==> src/rtl/vga_rx_monitor.sv <==
// Receive-side checker for the 29-bit VGA bus: decodes pixel coordinates and RGB,
// verifies line/frame geometry, tracks lock, and captures one programmable pixel.
module vga_rx_monitor #(
  parameter int unsigned H_ACTIVE    = 640,
  parameter int unsigned V_ACTIVE    = 480,
  parameter int unsigned H_TOTAL     = 800,
  parameter int unsigned LOCK_FRAMES = 2
) (
  input  logic        clk,
  input  logic        resetN,
  input  logic [28:0] iVGA,
  input  logic [10:0] capture_x,
  input  logic [10:0] capture_y,
  output logic [10:0] rx_x,
  output logic [10:0] rx_y,
  output logic [23:0] rx_rgb,
  output logic        rx_valid,
  output logic [23:0] captured_rgb,
  output logic        capture_hit,
  output logic        frame_done,
  output logic [15:0] frame_count,
  output logic        locked,
  output logic        timing_error
);

  typedef enum logic [1:0] {SEEK, MEASURE, LOCKED} state_e;

  logic [28:0] vga_q;
  logic        hs_dly_q, vs_dly_q;
  logic [10:0] x_q, x_d, x_base, y_q, y_d, y_line;
  logic        had_act_q, had_act_d;
  logic [11:0] hclk_q, hclk_d;
  logic        first_line_q, first_line_d;
  logic [11:0] lines_in_frame;
  logic        hs_fall, vs_fall, active;
  logic        line_err, frame_err, chk_err;

  logic [10:0] rx_x_q, rx_y_q;
  logic [23:0] rx_rgb_q, captured_rgb_q;
  logic        rx_valid_q, capture_hit_q;

  state_e      state_q;
  logic [15:0] good_q, frame_count_q;
  logic        locked_q, frame_done_q, timing_error_q;

  // SYNC_N and VGA_CLK carry no information for this checker.
  logic unused_sync;
  assign unused_sync = ^vga_q[28:27];

  function automatic logic [10:0] sat_inc(input logic [10:0] v);
    return (v == '1) ? v : v + 11'd1;
  endfunction

  assign hs_fall = hs_dly_q & ~vga_q[24];
  assign vs_fall = vs_dly_q & ~vga_q[25];
  assign active  = vga_q[26];

  always_comb begin
    x_base       = hs_fall ? '0 : x_q;
    x_d          = active ? sat_inc(x_base) : x_base;
    y_line       = (hs_fall && had_act_q) ? sat_inc(y_q) : y_q;
    y_d          = vs_fall ? '0 : y_line;
    had_act_d    = (hs_fall || vs_fall) ? active : (had_act_q | active);
    hclk_d       = hs_fall ? 12'd1 : ((hclk_q == '1) ? hclk_q : hclk_q + 12'd1);
    first_line_d = vs_fall ? 1'b1 : (hs_fall ? 1'b0 : first_line_q);
    // A line still holding active pixels at frame start has not been counted into y_q yet.
    lines_in_frame = {1'b0, y_q} + {11'd0, had_act_q};
    line_err  = hs_fall && ((!first_line_q && hclk_q != 12'(H_TOTAL)) ||
                            (x_q != '0 && x_q != 11'(H_ACTIVE)));
    frame_err = vs_fall && (lines_in_frame != 12'(V_ACTIVE));
    chk_err   = line_err | frame_err;
  end

  always_ff @(posedge clk) begin
    if (!resetN) begin
      vga_q        <= '0;
      hs_dly_q     <= 1'b0;
      vs_dly_q     <= 1'b0;
      x_q          <= '0;
      y_q          <= '0;
      had_act_q    <= 1'b0;
      hclk_q       <= '0;
      first_line_q <= 1'b0;
      rx_x_q       <= '0;
      rx_y_q       <= '0;
      rx_rgb_q     <= '0;
      rx_valid_q   <= 1'b0;
    end else begin
      vga_q        <= iVGA;
      hs_dly_q     <= vga_q[24];
      vs_dly_q     <= vga_q[25];
      x_q          <= x_d;
      y_q          <= y_d;
      had_act_q    <= had_act_d;
      hclk_q       <= hclk_d;
      first_line_q <= first_line_d;
      rx_x_q       <= x_base;
      rx_y_q       <= y_d;
      rx_rgb_q     <= vga_q[23:0];
      rx_valid_q   <= active;
    end
  end

  always_ff @(posedge clk) begin
    if (!resetN) begin
      captured_rgb_q <= '0;
      capture_hit_q  <= 1'b0;
    end else begin
      capture_hit_q <= 1'b0;
      if (rx_valid_q && rx_x_q == capture_x && rx_y_q == capture_y) begin
        captured_rgb_q <= rx_rgb_q;
        capture_hit_q  <= 1'b1;
      end
    end
  end

  always_ff @(posedge clk) begin
    if (!resetN) begin
      state_q        <= SEEK;
      good_q         <= '0;
      frame_count_q  <= '0;
      locked_q       <= 1'b0;
      frame_done_q   <= 1'b0;
      timing_error_q <= 1'b0;
    end else begin
      frame_done_q   <= 1'b0;
      timing_error_q <= 1'b0;
      case (state_q)
        SEEK: begin
          if (vs_fall) begin
            state_q <= MEASURE;
            good_q  <= '0;
          end
        end
        MEASURE: begin
          if (chk_err) begin
            timing_error_q <= 1'b1;
            state_q        <= SEEK;
          end else if (vs_fall) begin
            if ({16'd0, good_q} + 32'd1 >= LOCK_FRAMES) begin
              state_q       <= LOCKED;
              locked_q      <= 1'b1;
              frame_count_q <= '0;
              good_q        <= '0;
            end else begin
              good_q <= good_q + 16'd1;
            end
          end
        end
        LOCKED: begin
          if (chk_err) begin
            timing_error_q <= 1'b1;
            locked_q       <= 1'b0;
            state_q        <= SEEK;
          end else if (vs_fall) begin
            frame_done_q  <= 1'b1;
            frame_count_q <= frame_count_q + 16'd1;
          end
        end
        default: state_q <= SEEK;
      endcase
    end
  end

  assign rx_x         = rx_x_q;
  assign rx_y         = rx_y_q;
  assign rx_rgb       = rx_rgb_q;
  assign rx_valid     = rx_valid_q;
  assign captured_rgb = captured_rgb_q;
  assign capture_hit  = capture_hit_q;
  assign frame_done   = frame_done_q;
  assign frame_count  = frame_count_q;
  assign locked       = locked_q;
  assign timing_error = timing_error_q;

endmodule

==> config.mk <==
export PLATFORM = sky130hd
export DESIGN_NAME = vga_rx_monitor
export DESIGN_NICKNAME = d
export VERILOG_FILES = /design/src/rtl/vga_rx_monitor.sv
export SDC_FILE = /design/constraint.sdc
export NUM_CORES = 1
export LEC_CHECK = 0
export BUFFER_PORTS_ARGS = -buffer_cell sky130_fd_sc_hd__buf_2
export CORE_MARGIN = 10
export CORE_UTILIZATION = 49
export DETAILED_ROUTE_END_ITERATION = 10
export GPL_TIMING_DRIVEN = 0
export MAX_ROUTING_LAYER = met4
export PLACE_DENSITY = 0.79
export SYNTH_ARGS = -nofsm -noshare
export SYNTH_HDL_FRONTEND = slang
export SYNTH_SLANG_ARGS = --single-unit
export TNS_END_PERCENT = 5
==> constraint.sdc <==
create_clock -name clk -period 2.85 [get_ports clk]
set_clock_uncertainty 0.05 [all_clocks]
set_input_delay 0.1425 -clock clk [delete_from_list [all_inputs] [get_ports clk]]
set_output_delay 0.1425 -clock clk [all_outputs]
set_load 0.03 [all_outputs]
Word-level counts from Yosys, hierarchy flattened

Cells that the tools add are included.
Widths: inputs -> output; s select.

Register bits after elaboration: 163
Output and inout bits: 91
Word-level logic and storage cells: 115

Add/subtract/negate cells: 7
Order comparisons: 1
Equal/unequal tests: 20
Mux-type cells: 33
Bitwise gates (word level): 9
Reduce and logical (&&, ||, !) cells: 25

Operators by type and width:

| operator              | count |
|---|---|
| $mux 16               | 9 |
| $pmux 16 s2           | 2 |
| $mux 11               | 3 |
| $add 16x1->16 const B | 2 |
| $add 11x1->11 const B | 2 |
| $eq 11x11->1          | 2 |
| $eq 11x11->1 const B  | 2 |
| $add 16x1->17 const B | 1 |
| $ge 17x2->1 const B   | 1 |
| $ne 2x2->1 const B    | 8 |
| $add 11x1->12         | 1 |
| $add 12x1->12 const B | 1 |
| $eq 12x12->1 const B  | 1 |
| $mux 1                | 12 |
| $ne 12x10->1 const B  | 1 |
| $ne 12x9->1 const B   | 1 |
| $ne 11x10->1 const B  | 1 |
| $reduce_bool 11->1    | 1 |
| $mux 2                | 5 |
| $reduce_and 4->1      | 2 |
| $logic_and 1x1->1     | 7 |
| $ne 3x3->1 const B    | 2 |
| $pmux 2 s3            | 1 |
| $reduce_and 6->1      | 1 |
| 14 further kinds      | 26 |

Logic depth before layout (Yosys ltp)

Depth after elaboration: 7
Depth in mapped cells: 11

Worst setup path before layout

No wires, ideal clock.

Path type: reg2reg
Start: register rx_y[0] (netlist name)
End: register frame_count_q[10] (netlist: frame_count[10])
Library setup time: 135 ps
Data arrival time: 2830 ps
Required time: 2665 ps
Path slack: -165 ps
Stages on the path, launching flop included: 12
Cells stage by stage: dfxtp_1 > ha_1 > ha_1 > and3_1 > or3_1 > a21oi_2 > nand3_1 > or4b_1 > buf_2 > buf_6 > o311ai_1 > o41ai_1

RTL lines:

| item                 | RTL line | RTL |
|---|---|---|
| to (signal assigned) | 157      | `frame_count_q <= frame_count_q + 16'd1;` |
| to (decl)            | 43       | `logic [15:0] good_q, frame_count_q;` |

Worst setup path in the final report

Start: register had_act_q
End: register frame_count_q[1] (netlist: frame_count[1])

Cells in the longest elaborated chain, start to end: 6

RTL lines:

| item                           | RTL line | RTL |
|---|---|---|
| from (decl)                    | 31       | `logic had_act_q, had_act_d;` |
| from (signal assigned)         | 94       | `had_act_q <= had_act_d;` |
| $add 11x1->12 (*)              | 67       | `lines_in_frame = {1'b0, y_q} + {11'd0, had_act_q};` |
| $ne 12x9->1 (*)                | 70       | `frame_err = vs_fall && (lines_in_frame != 12'(V_ACTIVE));` |
| $logic_and 1x1->1 (*)          | 70       |  |
| $or 1x1->1 (*)                 | 71       | `chk_err = line_err \| frame_err;` |
| $ne 2x2->1 (no line)           | --       |  |
| $reduce_and 6->1 (no line) (*) | --       |  |

Mark *: on every way between the ends. The rest lies on a longest branch, timed or not.
A chain may end at the register's enable or synchronous reset.

==> metrics.txt <==
# TYPE chip_impl_metric gauge
chip_impl_metric{name="met1Wirelength",unit="mm"} 7.88
chip_impl_metric{name="critPathArrivalTime",unit="ns"} 3.19
chip_impl_metric{name="fillers",unit=""} 1018
chip_impl_metric{name="drt_first_pass_iters",unit=""} 5
chip_impl_info{name="setup.worst_path.end_class",value="flop"} 1
chip_impl_info{name="leading_area_contributor_after_synthesis",value="sky130_fd_sc_hd__dfxtp_1"} 1
chip_impl_metric{name="final_net_count",unit=""} 967
chip_impl_metric{name="cts.reportedPaths.clkPinSlew",unit="ns"} 0.07
chip_impl_metric{name="setup_slack",unit="ns"} -0.0800
chip_impl_metric{name="slew-limit-headroom",unit="%"} 40.8
chip_impl_metric{name="timing.final.hold_violations",unit=""} 0
chip_impl_metric{name="routabilityCongestion",unit=""} 0.912
chip_impl_metric{name="postSynth.asyncResetShare",unit="%"} 0
chip_impl_info{name="path_common_cell",value="sky130_fd_sc_hd__ha_4"} 1
chip_impl_metric{name="design_power_total",unit="mW"} 5.42
chip_impl_info{name="violated_checks",value="negative setup slack"} 1
chip_impl_info{name="synth.area.top_cells",value="sky130_fd_sc_hd__dfxtp_1 49%, sky130_fd_sc_hd__and2_1 6.8%, sky130_fd_sc_hd__mux2i_1 4.0%"} 1
chip_impl_info{name="setup.worst_path.start_class",value="flop"} 1
chip_impl_metric{name="gate_count_post_synth",unit=""} 710
chip_impl_metric{name="detail_route.drc_violations",unit=""} 0
chip_impl_metric{name="grt_usage",unit="%"} 19.1
chip_impl_metric{name="timing.hold.worst_path_depth",unit=""} 2
chip_impl_metric{name="met3_length",unit="mm"} 1.19
chip_impl_metric{name="ant_nets",unit=""} 0
chip_impl_metric{name="chipWidth",unit="um"} 137
chip_impl_metric{name="cap_violations",unit=""} 0
chip_impl_info{name="rsz0062_at_grt",value="yes"} 1
chip_impl_metric{name="grt_antenna_before_repair",unit=""} 2
chip_impl_metric{name="start_util",unit="%"} 50.4
chip_impl_metric{name="floorplan.die_area",unit="um^2"} 18700
chip_impl_metric{name="route.detailed.wl_per_inst",unit="um"} 16.9
chip_impl_info{name="worstHoldPathType",value="input port to flop"} 1
chip_impl_metric{name="synth_seq_area_share",unit="%"} 48.7
chip_impl_metric{name="vias_per_cell",unit=""} 5.43
chip_impl_metric{name="tns",unit="ns"} -0.521
chip_impl_metric{name="p_int",unit="mW"} 4.03
chip_impl_metric{name="multi_input_comb_area",unit="um^2"} 3410
chip_impl_metric{name="syn_area",unit="um^2"} 6700
chip_impl_metric{name="power.share.combinational",unit="%"} 11.7
chip_impl_metric{name="fin_crit",unit="ns"} 2.93
chip_impl_info{name="tritoncts_clock_tree",value="built"} 1
chip_impl_metric{name="worst-r2r-cell-count",unit=""} 10
chip_impl_info{name="cp_slowest_cell",value="sky130_fd_sc_hd__or4b_4"} 1
chip_impl_metric{name="yosys_warnings",unit=""} 0
chip_impl_metric{name="syn-num-nets",unit=""} 775
chip_impl_metric{name="synth-edff-count",unit=""} 0
chip_impl_metric{name="insertion_delay",unit="ns"} 0.43
chip_impl_metric{name="p_clk_share",unit="%"} 44.6
chip_impl_metric{name="path_max_fanout",unit=""} 5
chip_impl_metric{name="cts_made_buffers",unit=""} 17
chip_impl_metric{name="clkSinkCount",unit=""} 163
chip_impl_metric{name="std_cell_rows",unit=""} 42
chip_impl_info{name="crit_chain",value="ha_4 > ha_4 > nand2_1 > a41oi_1 > a2bb2oi_1 > nand3_4 > or4b_4 > buf_12 > o311ai_4 > o41ai_2"} 1
chip_impl_metric{name="p_sw_share",unit="%"} 25.7
chip_impl_metric{name="fin_area",unit="um^2"} 8790
chip_impl_info{name="highest-signal-layer",value="met4"} 1
chip_impl_metric{name="drt-initial-drc-count",unit=""} 461
chip_impl_metric{name="maximum_number_of_pins_on_one_net_before_global_route_repair",unit=""} 17
chip_impl_metric{name="grt_pass1_wl",unit="mm"} 27.9
chip_impl_metric{name="routed-via-count",unit=""} 5929
chip_impl_metric{name="ioPinCount",unit=""} 144
chip_impl_metric{name="timing.critical_path.depth",unit=""} 10
chip_impl_info{name="clock-root-buffer",value="sky130_fd_sc_hd__clkbuf_16"} 1
chip_impl_metric{name="drive_above_1_share",unit="%"} 23.9
chip_impl_metric{name="post_synth_num_cell_types",unit=""} 59
chip_impl_metric{name="leakagePower",unit="nW"} 3.86
chip_impl_metric{name="flow.area_growth_from_synthesis",unit="%"} 31.2
chip_impl_metric{name="ys_ff_latch",unit=""} 163
chip_impl_metric{name="synth_top_area_share",unit="%"} 48.7
chip_impl_metric{name="number_of_buffers_on_the_longest_clock_path",unit=""} 2
chip_impl_metric{name="chip_height",unit="um"} 137
chip_impl_metric{name="layout.core_utilization",unit="%"} 66.1
chip_impl_metric{name="place.port_buffers",unit=""} 140
chip_impl_info{name="timing_worst_setup_path_type",value="flop to flop"} 1
chip_impl_metric{name="maxClockFrequency",unit="GHz"} 0.341
chip_impl_metric{name="final.period_utilization",unit="%"} 103
chip_impl_metric{name="detailed_place_hpwl",unit="mm"} 12.5
chip_impl_metric{name="core_region_area",unit="um^2"} 13300
chip_impl_metric{name="worst_ep_required_time",unit="ns"} 3.11
chip_impl_metric{name="cp_num_buf_inv",unit=""} 1
chip_impl_metric{name="seq_power_share",unit="%"} 43.6
chip_impl_metric{name="p_sw",unit="mW"} 1.39
chip_impl_metric{name="first_global_vias",unit=""} 5617
chip_impl_metric{name="dpl_worst_slack",unit="ns"} -0.261
chip_impl_metric{name="postSynthAreaPerCell",unit="um^2"} 9.43
chip_impl_metric{name="postRouteWirelength",unit="mm"} 18.5
chip_impl_metric{name="report.final.setup_viol",unit=""} 11
chip_impl_metric{name="number_of_h_tree_levels",unit=""} 4
chip_impl_info{name="run_status",value="complete, but fails checks"} 1
chip_impl_metric{name="critPathMaxStageDelay",unit="ns"} 0.63
chip_impl_metric{name="grt_overflow_total",unit=""} 0
chip_impl_info{name="critical-path-top-delay-family",value="compound AO/OA/AOI/OAI gates"} 1
chip_impl_metric{name="worst_slew_pin_slew",unit="ns"} 0.880
chip_impl_metric{name="met2RoutedLength",unit="mm"} 8.91
chip_impl_info{name="dominantRegCellSynth",value="sky130_fd_sc_hd__dfxtp_1"} 1
chip_impl_metric{name="ff_latch_area",unit="um^2"} 3270
chip_impl_metric{name="drv_slew",unit=""} 0
chip_impl_metric{name="pwr_density_cell",unit="nW/um^2"} 617
chip_impl_metric{name="post_dp_cell_area",unit="um^2"} 7630
chip_impl_metric{name="ir_worst_vdd",unit="mV"} 0.479
==> power groups by stage <==
stage / clock, mW / combinational, mW / sequential (mW)
2_1_floorplan: 0 / 0.343 / 2.44
3_3_place_gp: 0 / 0.533 / 2.42
3_5_place_dp: 0 / 0.540 / 2.42
4_1_cts: 2.44 / 0.594 / 2.37
5_1_grt: 2.54 / 0.694 / 2.37
6_report: 2.42 / 0.637 / 2.37
==> registers in the layout, indices dropped and copies added, names as in the netlist <==
signal        count
capture_hit       1
captured_rgb     24
first_line_q      1
frame_count      16
frame_done        1
good_q           16
had_act_q         1
hclk_q           12
hs_dly_q          1
locked            1
rx_rgb           24
rx_valid          1
rx_x             11
rx_y             11
state_q           2
timing_error      1
vga_q            27
vs_dly_q          1
x_q              11
==> final timing paths <==
check / end / from / slack (ns)
max: frame_count[1] / had_act_q / -0.08
min: rx_x[10] / resetN / 0.22
max reg2reg: frame_count[1] / had_act_q / -0.08
min reg2reg: rx_rgb[20] / vga_q[20] / 0.38
==> synth_stat cells, types with 10 or more instances <==
| master | number |
|---|---|
| sky130_fd_sc_hd__a21oi_1 | 18 |
| sky130_fd_sc_hd__and2_1 | 73 |
| sky130_fd_sc_hd__and3_1 | 17 |
| sky130_fd_sc_hd__clkbuf_1 | 23 |
| sky130_fd_sc_hd__dfxtp_1 | 163 |
| sky130_fd_sc_hd__ha_1 | 12 |
| sky130_fd_sc_hd__inv_1 | 10 |
| sky130_fd_sc_hd__mux2i_1 | 27 |
| sky130_fd_sc_hd__nand2_1 | 56 |
| sky130_fd_sc_hd__nand3_1 | 25 |
| sky130_fd_sc_hd__nand4_1 | 23 |
| sky130_fd_sc_hd__nor2_1 | 70 |
| sky130_fd_sc_hd__nor3_1 | 11 |
| sky130_fd_sc_hd__o21ai_0 | 15 |
| sky130_fd_sc_hd__xnor2_1 | 21 |
| sky130_fd_sc_hd__xor2_1 | 29 |
==> kinds of logic after synthesis <==
kind of cell               synth area share, %
muxes                                     4.04
and+or+nand+nor                           25.4
AOI/OAI and AO/OA                         9.87
adders and majority gates                 2.24
DFF                                       48.7
buffers and inverters                     3.21
xor gates and xnor gates                  6.54
==> cell usage in the layout (no fill, tap or decap), types with 4 or more instances in the layout <==
master / instances
sky130_fd_sc_hd__inv_6: 5
sky130_fd_sc_hd__ha_1: 10
sky130_fd_sc_hd__inv_1: 10
sky130_fd_sc_hd__o22ai_1: 4
sky130_fd_sc_hd__and3_1: 16
sky130_fd_sc_hd__or3_1: 7
sky130_fd_sc_hd__and2_1: 73
sky130_fd_sc_hd__or4_1: 4
sky130_fd_sc_hd__nand3_1: 23
sky130_fd_sc_hd__nand4_1: 23
sky130_fd_sc_hd__dlygate4sd3_1: 29
sky130_fd_sc_hd__nor4_1: 8
sky130_fd_sc_hd__a31oi_1: 5
sky130_fd_sc_hd__o21ai_0: 15
sky130_fd_sc_hd__o31ai_1: 4
sky130_fd_sc_hd__mux2i_1: 27
sky130_fd_sc_hd__nor2_1: 70
sky130_fd_sc_hd__nand2_1: 56
sky130_fd_sc_hd__o311ai_2: 5
sky130_fd_sc_hd__dfxtp_1: 161
sky130_fd_sc_hd__a21oi_1: 17
sky130_fd_sc_hd__buf_2: 146
sky130_fd_sc_hd__bufinv_16: 4
sky130_fd_sc_hd__xor2_1: 29
sky130_fd_sc_hd__buf_4: 5
sky130_fd_sc_hd__and4_1: 4
sky130_fd_sc_hd__o41ai_1: 5
sky130_fd_sc_hd__clkbuf_1: 22
sky130_fd_sc_hd__xnor2_1: 21
sky130_fd_sc_hd__clkbuf_16: 18
sky130_fd_sc_hd__nor3_1: 11
==> routing by layer <==
layer	up-vias	track usage [%]
li1	2893	-
met1	2764	22.8
met2	234	30.0
met3	38	4.51
met4	0	8.61
met5	-	-
==> repair_timing <==
action	in CTS	in global routing
endpoints found under the hold margin	28	0
setup buffers	1	3
gates resized for setup	15	21
setup endpoints to repair	16	30
hold buffers	29	0
pin swaps	5	4
gates cloned	0	2
==> per-stage QoR <==
stage | hold WS, ns | cells
CTS | 0.200 | 1086
detailed placement | 0.305 | 1026
global route | 0.243 | 1091
floorplan | 0.220 | 710
finish | 0.216 | 1091
global placement | 0.299 | 1026
==> area by class of cell <==
cell class / instances / area share [%]
Buffer: 34 / 2.02
Inverter: 10 / 0.427
Sequential cell: 163 / 37.2
Clock inverter: 13 / 2.25
Multi-Input combinational cell: 502 / 38.8
Clock buffer: 17 / 4.84
Tap cell: 176 / 2.51
Timing Repair Buffer: 174 / 11.9
Antenna cell: 2 / 0.0570
(Power assumes the default switching activity.)
